==> config.mk <==
export PLATFORM = sky130hd
export DESIGN_NAME = axi4_lite_register_file
export DESIGN_NICKNAME = d
export VERILOG_FILES = /design/src/rtl/axi4_lite_pkg.sv /design/src/rtl/axi4_lite_reg_bank.sv /design/src/rtl/axi4_lite_register_file.sv
export SDC_FILE = /design/constraint.sdc
export NUM_CORES = 1
export LEC_CHECK = 0
export ABC_AREA = 1
export CORE_MARGIN = 3
export CORE_UTILIZATION = 49
export CTS_BUF_LIST = sky130_fd_sc_hd__clkbuf_16
export DETAILED_ROUTE_END_ITERATION = 12
export GPL_TIMING_DRIVEN = 0
export PLACE_DENSITY = 0.67
export SLEW_MARGIN = 20
export SYNTH_ARGS = -nofsm -noshare
export SYNTH_HDL_FRONTEND = slang
export SYNTH_HIERARCHICAL = 1
export SYNTH_SLANG_ARGS = --single-unit
==> constraint.sdc <==
create_clock -name aclk -period 4.1 [get_ports aclk]
set_input_delay 0.82 -clock aclk [delete_from_list [all_inputs] [get_ports aclk]]
set_output_delay 0.82 -clock aclk [all_outputs]
set_load 0.02 [all_outputs]
==> src/rtl/axi4_lite_pkg.sv <==
// Shared constants, FSM encodings and the byte-lane merge helper for the
// AXI4-Lite register file.
package axi4_lite_pkg;

    localparam logic [1:0]  RESP_OKAY        = 2'b00;
    localparam logic [1:0]  RESP_SLVERR      = 2'b10;
    localparam logic [31:0] DEFAULT_ID_VALUE = 32'hA11E_0001;

    typedef enum logic {
        W_IDLE = 1'b0,
        W_RESP = 1'b1
    } w_state_t;

    typedef enum logic {
        R_IDLE = 1'b0,
        R_DATA = 1'b1
    } r_state_t;

    function automatic logic [31:0] apply_strobe(
        input logic [31:0] old_word,
        input logic [31:0] new_word,
        input logic [3:0]  strb
    );
        logic [31:0] merged;
        merged = old_word;
        for (int b = 0; b < 4; b++) begin
            if (strb[b]) begin
                merged[8*b +: 8] = new_word[8*b +: 8];
            end else begin
                merged[8*b +: 8] = old_word[8*b +: 8];
            end
        end
        return merged;
    endfunction

endpackage

==> src/rtl/axi4_lite_reg_bank.sv <==
// Register storage: byte-strobed write port and a registered read port that
// also serves the read-only ID word and the out-of-range zero.
module axi4_lite_reg_bank
    import axi4_lite_pkg::*;
#(
    parameter int          NUM_REGS = 16,
    parameter logic [31:0] ID_VALUE = DEFAULT_ID_VALUE,
    parameter int          IDX_W    = 4
) (
    input  logic             clk,
    input  logic             reset,
    input  logic             we,
    input  logic [IDX_W-1:0] waddr,
    input  logic [31:0]      wdata,
    input  logic [3:0]       wstrb,
    input  logic             re,
    input  logic             raddr_ok,
    input  logic [IDX_W-1:0] raddr,
    output logic [31:0]      rdata
);

    localparam logic [IDX_W:0] LAST_IDX = (IDX_W + 1)'(NUM_REGS - 1);

    logic [31:0] mem_r [NUM_REGS-1];
    logic [31:0] rdata_r;

    // Writable registers; the ID slot has no storage.
    always_ff @(posedge clk) begin
        if (reset) begin
            for (int i = 0; i < NUM_REGS - 1; i++) begin
                mem_r[i] <= 32'h0000_0000;
            end
        end else if (we && ({1'b0, waddr} < LAST_IDX)) begin
            mem_r[waddr] <= apply_strobe(mem_r[waddr], wdata, wstrb);
        end
    end

    // Read data is captured only on the address handshake so it holds while the master stalls.
    always_ff @(posedge clk) begin
        if (reset) begin
            rdata_r <= 32'h0000_0000;
        end else if (re) begin
            if (!raddr_ok) begin
                rdata_r <= 32'h0000_0000;
            end else if ({1'b0, raddr} == LAST_IDX) begin
                rdata_r <= ID_VALUE;
            end else begin
                rdata_r <= mem_r[raddr];
            end
        end
    end

    assign rdata = rdata_r;

endmodule

==> src/rtl/axi4_lite_register_file.sv <==
// AXI4-Lite slave front end: independent write and read handshake FSMs in
// front of a register bank whose last word is a read-only ID.
module axi4_lite_register_file
    import axi4_lite_pkg::*;
#(
    parameter int          NUM_REGS = 16,
    parameter logic [31:0] ID_VALUE = DEFAULT_ID_VALUE
) (
    input  logic        aclk,
    input  logic        areset,
    input  logic [31:0] awaddr,
    input  logic [2:0]  awprot,
    input  logic        awvalid,
    output logic        awready,
    input  logic [31:0] wdata,
    input  logic [3:0]  wstrb,
    input  logic        wvalid,
    output logic        wready,
    output logic [1:0]  bresp,
    output logic        bvalid,
    input  logic        bready,
    input  logic [31:0] araddr,
    input  logic [2:0]  arprot,
    input  logic        arvalid,
    output logic        arready,
    output logic [31:0] rdata,
    output logic [1:0]  rresp,
    output logic        rvalid,
    input  logic        rready
);

    localparam int             IDX_W    = (NUM_REGS > 2) ? $clog2(NUM_REGS) : 1;
    localparam logic [IDX_W:0] LAST_IDX = (IDX_W + 1)'(NUM_REGS - 1);

    function automatic logic addr_in_range(input logic [31:0] addr);
        logic [IDX_W:0] idx;
        idx = {1'b0, addr[IDX_W+1:2]};
        return ((addr >> (IDX_W + 2)) == 32'h0000_0000) && (idx <= LAST_IDX);
    endfunction

    function automatic logic addr_writable(input logic [31:0] addr);
        logic [IDX_W:0] idx;
        idx = {1'b0, addr[IDX_W+1:2]};
        return addr_in_range(addr) && (idx < LAST_IDX);
    endfunction

    w_state_t         w_state_r, w_state_n;
    r_state_t         r_state_r, r_state_n;
    logic             aw_done_r, aw_done_n, w_done_r, w_done_n;
    logic             awready_r, awready_n, wready_r, wready_n;
    logic             bvalid_r, bvalid_n, arready_r, arready_n, rvalid_r, rvalid_n;
    logic [1:0]       bresp_r, bresp_n, rresp_r, rresp_n;
    logic [IDX_W-1:0] aw_idx_r;
    logic             aw_ok_r;
    logic [31:0]      wdata_r;
    logic [3:0]       wstrb_r;
    logic             aw_hs_s, w_hs_s, ar_hs_s, commit_s;
    logic             aw_have_s, w_have_s, cur_ok_s;
    logic [IDX_W-1:0] cur_idx_s;
    logic [31:0]      cur_wdata_s;
    logic [3:0]       cur_wstrb_s;
    logic             unused_prot_s;

    assign unused_prot_s = ^{awprot, arprot};

    assign aw_hs_s   = awvalid && awready_r;
    assign w_hs_s    = wvalid && wready_r;
    assign ar_hs_s   = arvalid && arready_r;
    assign aw_have_s = aw_done_r || aw_hs_s;
    assign w_have_s  = w_done_r || w_hs_s;

    // A payload arriving on the commit edge bypasses its latch.
    assign cur_idx_s   = aw_hs_s ? awaddr[IDX_W+1:2] : aw_idx_r;
    assign cur_ok_s    = aw_hs_s ? addr_writable(awaddr) : aw_ok_r;
    assign cur_wdata_s = w_hs_s ? wdata : wdata_r;
    assign cur_wstrb_s = w_hs_s ? wstrb : wstrb_r;

    // Write FSM next state, handshake flags and registered outputs.
    always_comb begin
        w_state_n = w_state_r;
        aw_done_n = aw_done_r;
        w_done_n  = w_done_r;
        commit_s  = 1'b0;
        case (w_state_r)
            W_IDLE: begin
                if (aw_have_s && w_have_s) begin
                    commit_s  = 1'b1;
                    w_state_n = W_RESP;
                    aw_done_n = 1'b1;
                    w_done_n  = 1'b1;
                end else begin
                    aw_done_n = aw_have_s;
                    w_done_n  = w_have_s;
                end
            end
            W_RESP: begin
                if (bready) begin
                    w_state_n = W_IDLE;
                    aw_done_n = 1'b0;
                    w_done_n  = 1'b0;
                end else begin
                    w_state_n = W_RESP;
                end
            end
            default: begin
                w_state_n = W_IDLE;
                aw_done_n = 1'b0;
                w_done_n  = 1'b0;
            end
        endcase
        awready_n = (w_state_n == W_IDLE) && !aw_done_n;
        wready_n  = (w_state_n == W_IDLE) && !w_done_n;
        bvalid_n  = (w_state_n == W_RESP);
        if (commit_s) begin
            bresp_n = cur_ok_s ? RESP_OKAY : RESP_SLVERR;
        end else begin
            bresp_n = bresp_r;
        end
    end

    // Read FSM next state and registered outputs.
    always_comb begin
        r_state_n = r_state_r;
        case (r_state_r)
            R_IDLE: begin
                if (ar_hs_s) begin
                    r_state_n = R_DATA;
                end else begin
                    r_state_n = R_IDLE;
                end
            end
            R_DATA: begin
                if (rready) begin
                    r_state_n = R_IDLE;
                end else begin
                    r_state_n = R_DATA;
                end
            end
            default: r_state_n = R_IDLE;
        endcase
        arready_n = (r_state_n == R_IDLE);
        rvalid_n  = (r_state_n == R_DATA);
        if (ar_hs_s) begin
            rresp_n = addr_in_range(araddr) ? RESP_OKAY : RESP_SLVERR;
        end else begin
            rresp_n = rresp_r;
        end
    end

    // State and handshake output registers for both channels.
    always_ff @(posedge aclk) begin
        if (areset) begin
            w_state_r <= W_IDLE;
            r_state_r <= R_IDLE;
            aw_done_r <= 1'b0;
            w_done_r  <= 1'b0;
            awready_r <= 1'b1;
            wready_r  <= 1'b1;
            bvalid_r  <= 1'b0;
            bresp_r   <= RESP_OKAY;
            arready_r <= 1'b1;
            rvalid_r  <= 1'b0;
            rresp_r   <= RESP_OKAY;
        end else begin
            w_state_r <= w_state_n;
            r_state_r <= r_state_n;
            aw_done_r <= aw_done_n;
            w_done_r  <= w_done_n;
            awready_r <= awready_n;
            wready_r  <= wready_n;
            bvalid_r  <= bvalid_n;
            bresp_r   <= bresp_n;
            arready_r <= arready_n;
            rvalid_r  <= rvalid_n;
            rresp_r   <= rresp_n;
        end
    end

    // Payload latches for whichever of AW/W arrives first.
    always_ff @(posedge aclk) begin
        if (areset) begin
            aw_idx_r <= {IDX_W{1'b0}};
            aw_ok_r  <= 1'b0;
            wdata_r  <= 32'h0000_0000;
            wstrb_r  <= 4'b0000;
        end else begin
            if (aw_hs_s) begin
                aw_idx_r <= awaddr[IDX_W+1:2];
                aw_ok_r  <= addr_writable(awaddr);
            end
            if (w_hs_s) begin
                wdata_r <= wdata;
                wstrb_r <= wstrb;
            end
        end
    end

    axi4_lite_reg_bank #(
        .NUM_REGS (NUM_REGS),
        .ID_VALUE (ID_VALUE),
        .IDX_W    (IDX_W)
    ) u_reg_bank (
        .clk      (aclk),
        .reset    (areset),
        .we       (commit_s && cur_ok_s),
        .waddr    (cur_idx_s),
        .wdata    (cur_wdata_s),
        .wstrb    (cur_wstrb_s),
        .re       (ar_hs_s),
        .raddr_ok (addr_in_range(araddr)),
        .raddr    (araddr[IDX_W+1:2]),
        .rdata    (rdata)
    );

    assign awready = awready_r;
    assign wready  = wready_r;
    assign bvalid  = bvalid_r;
    assign bresp   = bresp_r;
    assign arready = arready_r;
    assign rvalid  = rvalid_r;
    assign rresp   = rresp_r;

endmodule

==> results.json <==
{
  "status": "finished clean",
  "drtIter0Drc": 2323,
  "postCtsSetupRepairBufs": 0,
  "cts_root_buffer": "clkbuf_16",
  "cts_hold_buffers": 0,
  "r2r-end": "u_reg_bank/mem_r[6][2]",
  "drtPass1Iterations": 6,
  "routabilityCongestion": 0.9061,
  "synth_top_area_cell": "edfxtp_1",
  "syn_inst": 3314,
  "vdd_drop_max_mv": 0.3523,
  "fp-row-count": 87,
  "die_x_um": 246.5,
  "start_util_pct": 49.89,
  "leakage_nw": 15.32,
  "fin_util_pct": 57.47,
  "relSlewSlack_pct": 21.42,
  "tightest_slew_ns": 1.174,
  "ys_top_cells_by_area": "edfxtp_1 53%, nand2_1 12%, nor2_1 7.6%, inv_1 7.5%, dfxtp_1 5.8%",
  "holdPathEnd": "u_reg_bank/rdata[30]",
  "layout-drive-gt1-share_pct": 7.577,
  "internal_power_mw": 10.20,
  "syn_area_per_cell_sq_um": 8.555,
  "critPathArrivalTime_ns": 3.90,
  "nets": 3651,
  "endpoint_kind": "register",
  "hp-class": "register to register",
  "slew_violations": 0,
  "sw_frac_of_total_pct": 28.03,
  "io_buffers": 138,
  "post_drt_wl_per_cell_um": 18.78,
  "first_global_vias": 21100,
  "clockPowerShare_pct": 37.1,
  "cts_tree": "done",
  "max_freq_ghz": 0.2758,
  "overflow": 0,
  "grt_first_pass_wirelength_um": 120100,
  "die_area_sq_um": 60780,
  "seqPwrFrac_pct": 48.1,
  "seq_area_frac_synth_pct": 59.18,
  "num_vias": 22500,
  "cts_buffer_depth": 3,
  "min_path_cells": 2,
  "place.detailed.hpwl_um": 60060,
  "reg2reg_from": "awready",
  "antenna_found_initial": 0,
  "synth_seq_cells": 586,
  "power.switching_mw": 3.974,
  "pwr-share-comb_pct": 14.8,
  "total_power_mw": 14.18,
  "ys_types": 31,
  "crit_path_start_kind": "primary input",
  "ant_nets": 0,
  "cts_resized": 0,
  "synth_top_area_share_pct": 53.39,
  "setup_viol": 0,
  "drt-total-wl_um": 81600,
  "cts_buffers": 60,
  "track_usage_pct": 26.52,
  "rsz0062_at_grt": "no",
  "timing.final.hold_violations": 0,
  "coreArea_sq_um": 56820,
  "path_class": "primary input to register",
  "hp-start": "u_reg_bank/rdata[30]",
  "crit_required_ns": 4.38,
  "area_delta_synth_final_pct": 15.19,
  "rrSetupSlack_ns": 0.78,
  "clock_latency_ns": 0.63,
  "num_antenna_cells": 0,
  "finalCriticalPeriod_ns": 3.625,
  "yosys_warnings": 6,
  "grt_max_degree": 16,
  "drcViolationCount": 0,
  "cts.sinks": 586,
  "maxCapViolCount": 0,
  "ctsHtreeMaxLevel": 2,
  "clk_pin_slew_ns": 0.06,
  "vias_per_cell": 5.178,
  "synth_area_sq_um": 28350,
  "ioPinCount": 154,
  "post-route-period-util_pct": 88.43,
  "crit_path_max_fanout": 9,
  "die_h_um": 246.5,
  "skew_ns": 0.01377,
  "worstRegToRegCells": 10,
  "power.density_nw_per_um2": 434.1
}
state kept, by name, indices dropped and copies added, names as in the netlist, named ones only:
| signal | cells |
|---|---|
| rresp | 1 |
| awready | 1 |
| w_done_r | 1 |
| u_reg_bank/rdata | 32 |
| wdata_r | 32 |
| u_reg_bank/mem_r | 504 |
| aw_done_r | 1 |
| wready | 1 |
| bresp | 1 |
| arready | 1 |
| wstrb_r | 4 |
| bvalid | 1 |
| aw_idx_r | 4 |
| rvalid | 1 |
power by group through the flow:
stage               logic (mW)  registers [mW]  clock network [mW]
floorplan                 1.22            6.94                   0
global placement          2.04            6.93                   0
detailed placement        2.06            6.95                   0
CTS                       2.08            6.82                5.34
global route              2.26            6.84                5.55
finish                    2.09            6.82                5.27
cell usage after synthesis:
| library cell | count |
|---|---|
| or2_1 | 23 |
| a21oi_1 | 34 |
| nand2_1 | 917 |
| buf_4 | 5 |
| nand3_1 | 315 |
| clkinv_2 | 1 |
| inv_1 | 566 |
| a31oi_2 | 1 |
| o21ai_0 | 28 |
| buf_2 | 67 |
| conb_1 | 2 |
| o211ai_4 | 1 |
| o21ai_1 | 23 |
| nand4_1 | 1 |
| or2_0 | 7 |
| buf_8 | 1 |
| inv_2 | 2 |
| clkbuf_1 | 61 |
| nor2_1 | 571 |
| buf_6 | 26 |
| nor2_2 | 3 |
| inv_4 | 1 |
| or2_2 | 12 |
| edfxtp_1 | 504 |
| and2_1 | 1 |
| nor2_4 | 5 |
| dfxtp_1 | 82 |
| buf_1 | 2 |
| nand2_2 | 9 |
| clkbuf_2 | 1 |
| nand2_4 | 42 |
logic make-up after synthesis:
| kind of cell | Yosys count | synth area share (%) |
|---|---|---|
| simple gates | 1906 | 28.37 |
| other cells | 2 | 0.02649 |
| flops | 586 | 59.18 |
| buf+inv | 733 | 10.81 |
| compound gates | 87 | 1.620 |
area by class of cell:
class / instances / area (sq um)
clock inverter: 53 / 350.3
timing repair buffer: 138 / 1381
inverter: 570 / 2143
fill: 5179 / 24170
multi-input combinational: 2019 / 8611
buffer: 163 / 922.1
tap: 756 / 945.9
clock buffer: 61 / 1526
sequential: 586 / 16780
worst max path at each step:
stage / depth (start not counted) / from / endpoint
floorplan: 10 / awvalid / u_reg_bank/mem_r[0][0]
global placement: 11 / awvalid / u_reg_bank/mem_r[0][20]
detailed placement: 11 / awvalid / u_reg_bank/mem_r[6][1]
CTS: 11 / awvalid / u_reg_bank/mem_r[6][7]
global route: 11 / awvalid / u_reg_bank/mem_r[5][29]
finish: 11 / awvalid / u_reg_bank/mem_r[6][2]
per-stage QoR:
step,setup TNS (ns),instances,area (sq um),hold slack (ns),setup slack [ns]
after detailed placement,-1.174,4232,30780,0.4553,-0.1162
after global placement,-12.50,4232,30770,0.4540,-0.2294
final,0,4346,32660,0.4628,0.4745
after CTS,0,4346,32660,0.4649,0.5482
after floorplan,0,3338,28440,0.4969,1.286
after global routing,0,4346,32660,0.4851,0.3633
placed cells by master, fill, tap and decap left out, types with 2 or more instances in the layout:
| cell type | Yosys | final |
|---|---|---|
| or2_0 | 7 | 7 |
| buf_4 | 5 | 5 |
| or2_1 | 23 | 23 |
| nor2_2 | 3 | 8 |
| nor2_1 | 571 | 566 |
| clkbuf_1 | 61 | 61 |
| or2_2 | 12 | 12 |
| buf_2 | 67 | 67 |
| dfxtp_1 | 82 | 82 |
| buf_1 | 2 | 2 |
| a21oi_1 | 34 | 34 |
| clkinv_2 | 1 | 13 |
| clkinv_4 | 0 | 2 |
| o21ai_1 | 23 | 23 |
| buf_6 | 26 | 26 |
| inv_2 | 2 | 8 |
| nor2_4 | 5 | 5 |
| nand3_1 | 315 | 315 |
| inv_1 | 566 | 582 |
| nand2_1 | 917 | 917 |
| clkinv_1 | 0 | 8 |
| o21ai_0 | 28 | 28 |
| conb_1 | 2 | 26 |
| edfxtp_1 | 504 | 504 |
| bufinv_16 | 0 | 4 |
| clkbuf_16 | 0 | 61 |
| clkdlybuf4s50_1 | 0 | 138 |
| nand2_2 | 9 | 9 |
| clkinvlp_4 | 0 | 3 |
| inv_6 | 0 | 2 |
| nand2_4 | 42 | 42 |
layer usage:
layer / wire (um) / share of wire [%] / vias up / track usage [%]
li1: - / - / 10670 / -
met1: 32660 / 40 / 10630 / 34.05
met2: 38800 / 48 / 1002 / 44.76
met3: 6408 / 7.9 / 204 / 3.679
met4: 3737 / 4.6 / 0 / 11.88
met5: 0 / 0 / - / 0
critical path: stages:
cell and delay (ns):
clkdlybuf4s50_1 0.41, nand2_2 0.14, inv_1 0.10, or2_2 0.28, o21ai_0 0.12, inv_1 0.14, inv_1 0.09, nand2_1 0.15
nor2_1 0.87, nand2_2 0.34, nand2_1 0.42
(Power assumes the default switching activity.)
